**src/rtl/key_menu_pkg.sv**
```systemverilog
// rtl/key_menu_pkg.sv - menu state and key-priority encoding shared with the display driver
package key_menu_pkg;

  typedef enum logic [1:0] {
    ST_IDLE = 2'd0,
    ST_SEL  = 2'd1,
    ST_EDIT = 2'd2
  } menu_st_t;

  typedef enum logic [2:0] {
    KEY_NONE = 3'd0,
    KEY_MODE = 3'd1,
    KEY_OK   = 3'd2,
    KEY_UP   = 3'd3,
    KEY_DOWN = 3'd4
  } key_t;

  // One action per cycle: mode beats ok beats up beats down.
  function automatic key_t key_prio(input logic mode, input logic ok,
                                    input logic up, input logic down);
    if (mode)      return KEY_MODE;
    else if (ok)   return KEY_OK;
    else if (up)   return KEY_UP;
    else if (down) return KEY_DOWN;
    else           return KEY_NONE;
  endfunction

endpackage

```
**src/rtl/menu_timeout_timer.sv**
```systemverilog
// rtl/menu_timeout_timer.sv - idle counter that pulses expire after TIMEOUT quiet cycles
module menu_timeout_timer #(
  parameter int TIMEOUT = 50_000_000
) (
  input  logic clk,
  input  logic rst,
  input  logic clear,
  input  logic run,
  output logic expire
);

  localparam int CW = (TIMEOUT > 1) ? $clog2(TIMEOUT) : 1;
  localparam logic [CW-1:0] LAST = CW'(TIMEOUT - 1);

  logic [CW-1:0] cnt_q, cnt_d;

  // A clear on the expiry cycle suppresses expire so the key action wins.
  always_comb begin
    expire = run && !clear && (cnt_q == LAST);
    if (clear || !run || expire) cnt_d = '0;
    else                         cnt_d = cnt_q + 1'b1;
  end

  always_ff @(posedge clk or posedge rst) begin
    if (rst) cnt_q <= '0;
    else     cnt_q <= cnt_d;
  end

endmodule

```
**src/rtl/key_menu_fsm.sv**
```systemverilog
// rtl/key_menu_fsm.sv - front-panel parameter menu: select, edit shadow, commit or discard
module key_menu_fsm
  import key_menu_pkg::*;
#(
  parameter int NPARAM  = 4,
  parameter int W       = 12,
  parameter int STEP    = 1,
  parameter int PMAX    = 4095,
  parameter int PDEF    = 0,
  parameter int TIMEOUT = 50_000_000,
  localparam int IW     = (NPARAM > 1) ? $clog2(NPARAM) : 1
) (
  input  logic              clk,
  input  logic              rst,
  input  logic              k_mode,
  input  logic              k_ok,
  input  logic              k_up,
  input  logic              k_down,
  output logic [NPARAM*W-1:0] param_flat,
  output logic [1:0]        state,
  output logic [IW-1:0]     sel_idx,
  output logic [W-1:0]      edit_val,
  output logic              upd,
  output logic [IW-1:0]     upd_idx,
  output logic              tmo
);

  localparam logic [IW-1:0] IDX_LAST = IW'(NPARAM - 1);
  localparam logic [W-1:0]  PMAX_W   = W'(PMAX);
  localparam logic [W-1:0]  STEP_W   = W'(STEP);

  menu_st_t      state_q, state_d;
  logic [IW-1:0] sel_q, sel_d;
  logic [W-1:0]  edit_q, edit_d;
  logic          upd_q, upd_d;
  logic [IW-1:0] upd_idx_q, upd_idx_d;
  logic          tmo_q, tmo_d;
  logic [W-1:0]  param_q [NPARAM];
  logic [W-1:0]  param_d [NPARAM];

  key_t key;
  logic any_key;
  logic expire;

  assign key     = key_prio(k_mode, k_ok, k_up, k_down);
  assign any_key = k_mode | k_ok | k_up | k_down;

  menu_timeout_timer #(.TIMEOUT(TIMEOUT)) u_timer (
    .clk    (clk),
    .rst    (rst),
    .clear  (any_key),
    .run    (state_q != ST_IDLE),
    .expire (expire)
  );

  always_ff @(posedge clk or posedge rst) begin
    if (rst) begin
      state_q   <= ST_IDLE;
      sel_q     <= '0;
      edit_q    <= '0;
      upd_q     <= 1'b0;
      upd_idx_q <= '0;
      tmo_q     <= 1'b0;
      param_q   <= '{default: W'(PDEF)};
    end else begin
      state_q   <= state_d;
      sel_q     <= sel_d;
      edit_q    <= edit_d;
      upd_q     <= upd_d;
      upd_idx_q <= upd_idx_d;
      tmo_q     <= tmo_d;
      param_q   <= param_d;
    end
  end

  always_comb begin
    state_d = state_q;
    if (expire) begin
      state_d = ST_IDLE;
    end else begin
      case (key)
        KEY_MODE: state_d = (state_q == ST_SEL) ? ST_IDLE : ST_SEL;
        KEY_OK: begin
          if (state_q == ST_SEL)       state_d = ST_EDIT;
          else if (state_q == ST_EDIT) state_d = ST_SEL;
        end
        default: state_d = state_q;
      endcase
    end
  end

  always_comb begin
    sel_d     = sel_q;
    edit_d    = edit_q;
    upd_d     = 1'b0;
    upd_idx_d = upd_idx_q;
    tmo_d     = expire;
    param_d   = param_q;
    if (state_q == ST_SEL) begin
      case (key)
        KEY_UP:   sel_d = (sel_q == IDX_LAST) ? '0 : sel_q + 1'b1;
        KEY_DOWN: sel_d = (sel_q == '0) ? IDX_LAST : sel_q - 1'b1;
        KEY_OK:   edit_d = param_q[sel_q];
        default:  ;
      endcase
    end else if (state_q == ST_EDIT) begin
      // Compare before adding so the shadow never wraps past PMAX or below zero.
      case (key)
        KEY_UP:   edit_d = (edit_q > PMAX_W - STEP_W) ? PMAX_W : edit_q + STEP_W;
        KEY_DOWN: edit_d = (edit_q < STEP_W) ? '0 : edit_q - STEP_W;
        KEY_OK: begin
          param_d[sel_q] = edit_q;
          upd_d          = 1'b1;
          upd_idx_d      = sel_q;
        end
        default: ;
      endcase
    end
  end

  assign state    = state_q;
  assign sel_idx  = sel_q;
  assign edit_val = edit_q;
  assign upd      = upd_q;
  assign upd_idx  = upd_idx_q;
  assign tmo      = tmo_q;

  genvar gi;
  generate
    for (gi = 0; gi < NPARAM; gi++) begin : g_flat
      assign param_flat[gi*W +: W] = param_q[gi];
    end
  endgenerate

endmodule
```
**config.mk**
```make
export PLATFORM = sky130hd
export DESIGN_NAME = key_menu_fsm
export DESIGN_NICKNAME = d
export VERILOG_FILES = /design/src/rtl/key_menu_pkg.sv /design/src/rtl/menu_timeout_timer.sv /design/src/rtl/key_menu_fsm.sv
export SDC_FILE = /design/constraint.sdc
export NUM_CORES = 1
export LEC_CHECK = 0
export ABC_AREA = 0
export CELL_PAD_IN_SITES_DETAIL_PLACEMENT = 1
export CELL_PAD_IN_SITES_GLOBAL_PLACEMENT = 2
export CORE_ASPECT_RATIO = 1.1
export CORE_UTILIZATION = 36
export DETAILED_ROUTE_END_ITERATION = 8
export PLACE_DENSITY_LB_ADDON = 0.15
export SLEW_MARGIN = 20
export SYNTH_ARGS = -nofsm -noshare
export SYNTH_HDL_FRONTEND = slang
export SYNTH_SLANG_ARGS = --single-unit
```
**constraint.sdc**
```tcl
create_clock -name clk -period 4.35 [get_ports clk]
set_input_delay 0.87 -clock clk [delete_from_list [all_inputs] [get_ports clk]]
set_output_delay 0.87 -clock clk [all_outputs]
set_load 0.02 [all_outputs]
```
==> results of run 1 <==
==> placed cells by master, fill, tap and decap left out, types with 12 or more instances in the layout <==
cell type / Yosys / routed
sky130_fd_sc_hd__nand3_1: 23 / 23
sky130_fd_sc_hd__xnor2_1: 14 / 14
sky130_fd_sc_hd__nand2_1: 43 / 43
sky130_fd_sc_hd__o21ai_0: 24 / 24
sky130_fd_sc_hd__mux4_2: 12 / 12
sky130_fd_sc_hd__nor3_1: 12 / 12
sky130_fd_sc_hd__dfrtp_1: 94 / 94
sky130_fd_sc_hd__clkdlybuf4s50_1: 0 / 73
sky130_fd_sc_hd__mux2_2: 44 / 44
sky130_fd_sc_hd__xor2_1: 20 / 20
sky130_fd_sc_hd__nor2_1: 41 / 41
==> state kept, by name (all words and copies together) (netlist names) <==
signal,cells
edit_val,12
upd,1
sel_idx,2
state,2
upd_idx,2
tmo,1
u_timer.cnt_q,26
param_flat,48
==> worst max-delay path, delay by kind of cell <==
family / cells / cell delay [ns]
buffers and inverters: 1 / 0.60
AND/OR/NAND/NOR: 2 / 1.33
AO/OA/AOI/OAI: 3 / 0.46
==> per-stage QoR <==
| step | instances | total power, W | hold slack [ns] | util, % |
|---|---|---|---|---|
| after floorplan | 464 | 0.00241 | 0.475 | - |
| after global placement | 700 | 0.00309 | 0.496 | 43.0 |
| after detailed placement | 700 | 0.00313 | 0.505 | 43.0 |
| after CTS | 715 | 0.00393 | 0.515 | 45.0 |
| after global routing | 715 | 0.00412 | 0.539 | 45.0 |
| final | 715 | 0.00389 | 0.514 | 45.0 |
==> power groups by stage <==
stage               combinational [W]  clock [W]  sequential (W)
global route                  0.00173   0.000838         0.00155
finish                        0.00160   0.000789         0.00149
detailed placement            0.00162          0         0.00152
floorplan                    0.000872          0         0.00154
CTS                           0.00162   0.000808         0.00150
global placement              0.00159          0         0.00150
==> how the worst min path moves through the flow <==
| stage | start | endpoint | slack [ns] | depth (start not counted) |
|---|---|---|---|---|
| 2_1_floorplan | u_timer.cnt_q[0]$_DFF_PP0_ | u_timer.cnt_q[0]$_DFF_PP0_ | 0.47 | 1 |
| 3_3_place_gp | param_flat[24]$_DFFE_PP0P_ | param_flat[24]$_DFFE_PP0P_ | 0.50 | 2 |
| 3_5_place_dp | param_flat[25]$_DFFE_PP0P_ | param_flat[25]$_DFFE_PP0P_ | 0.51 | 2 |
| 4_1_cts | param_flat[25]$_DFFE_PP0P_ | param_flat[25]$_DFFE_PP0P_ | 0.52 | 2 |
| 5_1_grt | param_flat[25]$_DFFE_PP0P_ | param_flat[25]$_DFFE_PP0P_ | 0.54 | 2 |
| 6_report | param_flat[25]$_DFFE_PP0P_ | param_flat[25]$_DFFE_PP0P_ | 0.51 | 2 |
==> area by class of cell <==
class,instances,area (um2)
fillers,1523,7580
multi-input cells,331,2540
flip-flops and latches,94,2350
repair buffers,77,761
clock buffers,14,254
well taps,188,235
inverters,10,38.8
clock inverters,1,30.0
==> kinds of logic after synthesis <==
family	count (synthesis)	share of synthesized area (%)
adders and majority gates	11	2.71
DFF	94	46.3
muxes	60	15.9
AOI/OAI and AO/OA	61	7.73
buffers and inverters	39	3.67
and+or+nand+nor	165	17.9
xor gates and xnor gates	34	5.86
==> layer usage <==
layer	routed length, um	global-route usage (%)
met2	7060	35.1
met4	269	7.03
met3	504	4.59
met5	0	0
met1	5880	25.3
==> reports/summary.md, run 1 <==
- edit_val[4]$_DFFE_PP0P_ — capturing element of the worst setup path
- 4 — number of detailed-routing iterations run before antenna repair
- 36.8% — initial core utilization
- sel_idx[1]$_DFFE_PP0P_ — Critical R2R Launch
- 94 — flip-flop and latch count after synthesis
- sky130_fd_sc_hd__or4b_1 — Slowest cell on crit path
- 3,819 — overall via count from detail_route
- 0 — total global routing overflow
- 3 — maximum level of the CTS H-tree
- 0.0109 ns — Clock Skew
- sky130_fd_sc_hd__dfrtp_1 (46%), sky130_fd_sc_hd__mux2_2 (9.8%), sky130_fd_sc_hd__mux4_2 (5.3%) — most area-consuming cells after synthesis
- done — TritonCTS clock tree
- 38.4% — share of total power in sequential cells
- reg2reg — classification of the worst-slack hold path
- 3.03 ns — time the final worst path needs with I/O delays and setup
- 69.7% — share of the clock period used by the worst path after layout
- 0 — count of endpoints failing setup in the final report
- 0.35 ns — later-pin clock latency in the skew report
- 330 MHz — Highest Clock Rate
- 0 — Final Hold Viols
- 4,122 — via count of the first global-routing pass
- 29.9% — slew margin rel.
- sky130_fd_sc_hd__clkbuf_16 — Clock Tree Root
- 0.00235 W — Power Internal
- 0.95 ns — largest incremental delay on the critical path
- input port — startpoint type of the worst setup path
- 74 — I/O pin total
- clkdlybuf4s50_1 > or4b_1 > nor4b_4 > o21ai_0 > a21oi_1 > o21ai_1 — critical path cell sequence
- 11.0 um2 — average cell area after synthesis
- 0.971 ns — Place WS
- 0 — Slew Viols, Final
- 13,800 um2 — CORE AREA
- 41.3% — share of total power in combinational logic
- 0 — count of instances resized after the clock tree is built
- 9490 um — sum of net half-perimeters after detailed placement
- 540 — Final Net Count
- 0 — number of enable-type register cells in the synthesized netlist
- 2 — clock tree buffer depth
- 0 — initial antenna violation count
- 43 — pin count of the biggest net entering global routing
- 0.00154 W — NetSw
- 0.769 — final weighted congestion of routability-driven global placement
- 1.05 ns — transition time of the tightest slew-check pin
- 14 — biggest fanout along the worst timing path
- 0 — remaining antenna violation count after routing
- 14,600 um2 — Total Die Area
- 464 — number of standard cells after synthesis
- 0.06 ns — CTS clk-pin slew, worst paths
- 73 — count of buffers inserted at the top-level ports
- 0 — DRC Markers
- 100% — fraction of synthesis flops using an asynchronous set or reset pin
- sky130_fd_sc_hd__dfrtp_1 — top cell type by total area after synthesis
- 3.26 ns — critical path arrival
- sky130_fd_sc_hd__dfrtp_1 — primary flip-flop cell chosen by synthesis mapping
- 5080 um2 — mapped cell area
- 0.000168 V — Worst IR Drop VDD
- 4.58 ns — Worst Path Required
- 39.5% — net switching fraction of the power
- register — sort of element at the end of the critical path
- 17.3% — share of layout cells above drive strength 1
- 22,500 um — first-pass GRT wire length
- 0 ns — setup TNS
- 6210 um2 — final design instance area without fill
- 94 — CTS sink cnt
- 1.32 ns — fin worst setup slack
- 45 — row count
- 20.3% — Clk pwr share
- 13,700 um — final wirelength
- 57 — number of distinct standard cells referenced by the synthesized netlist
- 0 — maximum capacitance violations
- 115 um — Die X
- sky130_fd_sc_hd__dfrtp_1 — most repeated cell in the gate-level netlist after synthesis
- no — unrepaired setup endpoints after global routing
- sky130_fd_sc_hd__dfrtp_1 (94), sky130_fd_sc_hd__mux2_2 (44), sky130_fd_sc_hd__nand2_1 (43) — top cell types by occurrence after synthesis
- 2.61 nW — static power due to leakage
- 46.3% — area share of the largest cell type after synthesis
- 5930 um2 — cell area reported after detailed placement
- 154 — Detailed Route Iter0 Violations
- 46.3% — portion of the post-synthesis area used by sequential elements
- 4 — Worst R2R Path Depth
- 22.3% — Area Overhead vs Synth
- 20.5% — combined global-route utilization of all metal layers
- param_flat[16]$_DFFE_PP0P_ — worst reg2reg endpoint
- in2reg — kind of critical path
- 0 — Setup Buffers After CTS
- 0 — Yosys Warn Count
- 0 — number of hold buffers added after cts
- 19.2 um — routed length per placed instance
- 0 — diodes inserted
- 625 nW/um2 — power density over the cells
- completed — run status
- 127 um — Die Y-Extent
- 1.75 ns — Register-to-Register Setup Slack
- 5.34 — vias per std cell
- 481 — synthesized netlist net count
- 9 — number of clock buffers inserted by TritonCTS
- k_mode — beginning of the critical path
(Power assumes the default switching activity.)
==> run 2, diff against run 1 <==
--- a/config.mk
+++ b/config.mk
@@ -9,7 +9,7 @@
 export CELL_PAD_IN_SITES_DETAIL_PLACEMENT = 1
 export CELL_PAD_IN_SITES_GLOBAL_PLACEMENT = 2
 export CORE_ASPECT_RATIO = 1.1
-export CORE_UTILIZATION = 36
+export CORE_UTILIZATION = 32
 export DETAILED_ROUTE_END_ITERATION = 8
 export PLACE_DENSITY_LB_ADDON = 0.15
 export SLEW_MARGIN = 20
==> constraint.sdc (replaced) <==
create_clock -name clk -period 2.61 [get_ports clk]
set_input_delay 0.522 -clock clk [delete_from_list [all_inputs] [get_ports clk]]
set_output_delay 0.522 -clock clk [all_outputs]
set_load 0.02 [all_outputs]
==> reports/summary.md, run 2 (synthesized netlist as in run 1, its figures left out) <==
- completed — run status, unchanged
- 3,936 — overall via count from detail_route, was 3,819
- 0 — count of instances resized after the clock tree is built, unchanged
- 0 — remaining antenna violation count after routing, unchanged
- 0.00409 W — Power Internal, was 0.00235 W
- 33.4% — share of total power in sequential cells, was 38.4%
- 39.0% — net switching fraction of the power, was 39.5%
- reg2reg — kind of critical path, was in2reg
- 47 — row count, was 45
- 23,800 um — first-pass GRT wire length, was 22,500 um
- 0 — total global routing overflow, unchanged
- simple AND/OR/NAND/NOR gates — cell type group with the largest total delay on the critical path, unchanged
- 0.00594 ns — Clock Skew, was 0.0109 ns
- register — sort of element at the end of the critical path, unchanged
- 0 — DRC Markers, unchanged
- 0 — Slew Viols, Final, unchanged
- 95 — pin count of the biggest net entering global routing, was 43
- 0.788 — final weighted congestion of routability-driven global placement, was 0.769
- 19.2% — combined global-route utilization of all metal layers, was 20.5%
- 19.2 um — routed length per placed instance, about the same
- 74 — I/O pin total, unchanged
- 2 — clock tree buffer depth, unchanged
- 16,400 um2 — Total Die Area, was 14,600 um2
- 10,300 um — sum of net half-perimeters after detailed placement, was 9490 um
- 9 — number of clock buffers inserted by TritonCTS, unchanged
- 0 — Final Hold Viols, unchanged
- sky130_fd_sc_hd__dfrtp_1 (94), sky130_fd_sc_hd__clkdlybuf4s50_1 (73), sky130_fd_sc_hd__mux2_2 (44) — most frequent cells in the layout, unchanged
- 19.7% — Clk pwr share, was 20.3%
- 1,691 — total of fill cells in the finished design, was 1,523
- 4 — number of detailed-routing iterations run before antenna repair, unchanged
- 182 — Detailed Route Iter0 Violations, was 154
- 2.82 ns — Worst Path Required, was 4.58 ns
- 0.518 ns — transition time of the tightest slew-check pin, was 1.05 ns
- 5.21 — vias per std cell, was 5.34
- no — unrepaired setup endpoints after global routing, unchanged
- register — startpoint type of the worst setup path, was input port
- 15,300 um2 — CORE AREA, was 13,800 um2
- 0.510 ns — final hold slack, was 0.514 ns
- 0.35 ns — later-pin clock latency in the skew report, about the same
- 756 — non-filler instance count after layout, was 715
- 134 um — Die Y-Extent, was 127 um
- 0 — Setup Buffers After CTS, unchanged
- sky130_fd_sc_hd__dfrtp_1 — most common library cell in the layout ignoring fill and taps, unchanged
- inv_1 > ha_1 > or4b_4 > nor4_2 > mux2_2 > mux2i_1 > a22oi_1 — critical path cell sequence, was clkdlybuf4s50_1 > or4b_1 > nor4b_4 > o21ai_0 > a21oi_1 > o21ai_1
- 46.9% — share of total power in combinational logic, was 41.3%
- 0.00261 W — NetSw, was 0.00154 W
- param_flat[12]$_DFFE_PP0P_ — critical hold path startpoint, was param_flat[25]$_DFFE_PP0P_
- 0 — number of hold buffers added after cts, unchanged
- 0 — count of endpoints failing setup in the final report, unchanged
- 33.2% — initial core utilization, was 36.8%
- 0.0830 ns — Place WS, was 0.971 ns
- 94 — CTS sink cnt, unchanged
- reg2reg — classification of the worst-slack hold path, unchanged
- 2.33 ns — time the final worst path needs with I/O delays and setup
- 89.3% — share of the clock period used by the worst path after layout
- 0 ns — setup TNS, unchanged
- 1 — number of buffer and inverter stages on the critical path, unchanged
- edit_val[1]$_DFFE_PP0P_ — Critical R2R Launch, was sel_idx[1]$_DFFE_PP0P_
- 22.7% — share of layout cells above drive strength 1, was 17.3%
- 48 — max FFs per register, unchanged
- 0 — initial antenna violation count, unchanged
- 1030 nW/um2 — power density over the cells, was 625 nW/um2
- 0.06 ns — CTS clk-pin slew, worst paths, about the same
- 741 — # placed instances, was 700
- 73 — count of buffers inserted at the top-level ports, unchanged
- 2.78 nW — static power due to leakage, was 2.61 nW
- 0.55 ns — largest incremental delay on the critical path, was 0.95 ns
- 122 um — Die X, was 115 um
- 429 MHz — Highest Clock Rate
- 0.00670 W — total power consumption of the routed design, was 0.00389 W
- 2.54 ns — critical path arrival, was 3.26 ns
- 14,500 um — final wirelength, was 13,700 um
- sky130_fd_sc_hd__clkbuf_16 — Clock Tree Root, unchanged
- 0 — maximum capacitance violations, unchanged
- 573 — Final Net Count, was 540
- 6 — biggest fanout along the worst timing path, was 14
- 65.2% — slew margin rel., was 29.9%
- done — TritonCTS clock tree, unchanged
- 0.000363 V — Worst IR Drop VDD, was 0.000168 V
- edit_val[1]$_DFFE_PP0P_ — beginning of the critical path, was k_mode
- 0 — diodes inserted, unchanged
- 0.279 ns — fin worst setup slack, was 1.32 ns
- 4,290 — via count of the first global-routing pass, was 4,122
- 28.0% — Area Overhead vs Synth, was 22.3%
- 3 — maximum level of the CTS H-tree, unchanged
- sky130_fd_sc_hd__or4b_4 — Slowest cell on crit path, was sky130_fd_sc_hd__or4b_1
## run 2: cell types whose count changed in the layout (fill, tap and decap cells not counted)
cell,before,now
sky130_fd_sc_hd__clkinvlp_4,0,2
sky130_fd_sc_hd__buf_12,0,2
sky130_fd_sc_hd__clkinv_2,1,2
sky130_fd_sc_hd__clkbuf_1,4,1
sky130_fd_sc_hd__buf_4,4,35
## run 2: worst register-to-register path, delay by kind of cell, from the launching register on
| family | cells | cell delay, ns |
|---|---|---|
| DFF | 1 | 0.38 |
| and+or+nand+nor | 2 | 0.75 |
| buffers and inverters | 1 | 0.16 |
| muxes | 2 | 0.52 |
| AOI/OAI and AO/OA | 1 | 0.11 |
| adders and majority gates | 1 | 0.29 |
## run 2: cell type report
| cell class | count | area, um2 | share of cell area (%) |
|---|---|---|---|
| Tap cell | 196 | 245 | 3.77 |
| Inverter | 10 | 41.3 | 0.635 |
| Multi-Input combinational cell | 331 | 2540 | 39.1 |
| Timing Repair Buffer | 110 | 1030 | 15.9 |
| Clock buffer | 11 | 243 | 3.73 |
| Sequential cell | 94 | 2350 | 36.2 |
| Clock inverter | 4 | 47.5 | 0.731 |
## run 2: worst paths after layout
kind                            depth (start not counted)  slack (ns)                          to
worst max-delay path                                    7        0.28     edit_val[8]$_DFFE_PP0P_
worst min-delay path                                    2        0.51  param_flat[12]$_DFFE_PP0P_
worst max register to register                          7        0.28     edit_val[8]$_DFFE_PP0P_
worst min register to register                          2        0.51  param_flat[12]$_DFFE_PP0P_
max in group asynchronous                               3        1.54  param_flat[12]$_DFFE_PP0P_
min in group asynchronous                               3        0.68      upd_idx[1]$_DFFE_PP0P_
## run 2: power groups by stage
| stage | logic (W) | clock network, W | registers (W) |
|---|---|---|---|
| floorplan | 0.00145 | 0 | 0.00257 |
| global placement | 0.00311 | 0 | 0.00226 |
| detailed placement | 0.00317 | 0 | 0.00228 |
| CTS | 0.00318 | 0.00137 | 0.00225 |
| global route | 0.00338 | 0.00141 | 0.00231 |
| finish | 0.00314 | 0.00132 | 0.00224 |
## run 2: stage by stage
stage / instance area, um2 / util, %
2_1_floorplan: 5080 / -
3_3_place_gp: 6210 / 40.6
3_5_place_dp: 6210 / 40.6
4_1_cts: 6500 / 42.5
5_1_grt: 6500 / 42.5
6_report: 6500 / 42.5
## run 2: routing by layer
metal	wire length, um	part of all wire [%]	track usage [%]
met4	237	1.6	7.05
met3	389	2.7	2.81
met5	0	0	0
met2	7590	52	33.1
met1	6310	43	24.2
==> run 3, diff against run 2 <==
--- a/config.mk
+++ b/config.mk
@@ -9,6 +9,7 @@
 export CELL_PAD_IN_SITES_DETAIL_PLACEMENT = 1
 export CELL_PAD_IN_SITES_GLOBAL_PLACEMENT = 2
 export CORE_ASPECT_RATIO = 1.1
+export CORE_MARGIN = 1
 export CORE_UTILIZATION = 32
 export DETAILED_ROUTE_END_ITERATION = 8
 export PLACE_DENSITY_LB_ADDON = 0.15
==> results of run 3 <==
No change in the layout: final DEF, timing and power equal those of run 2.
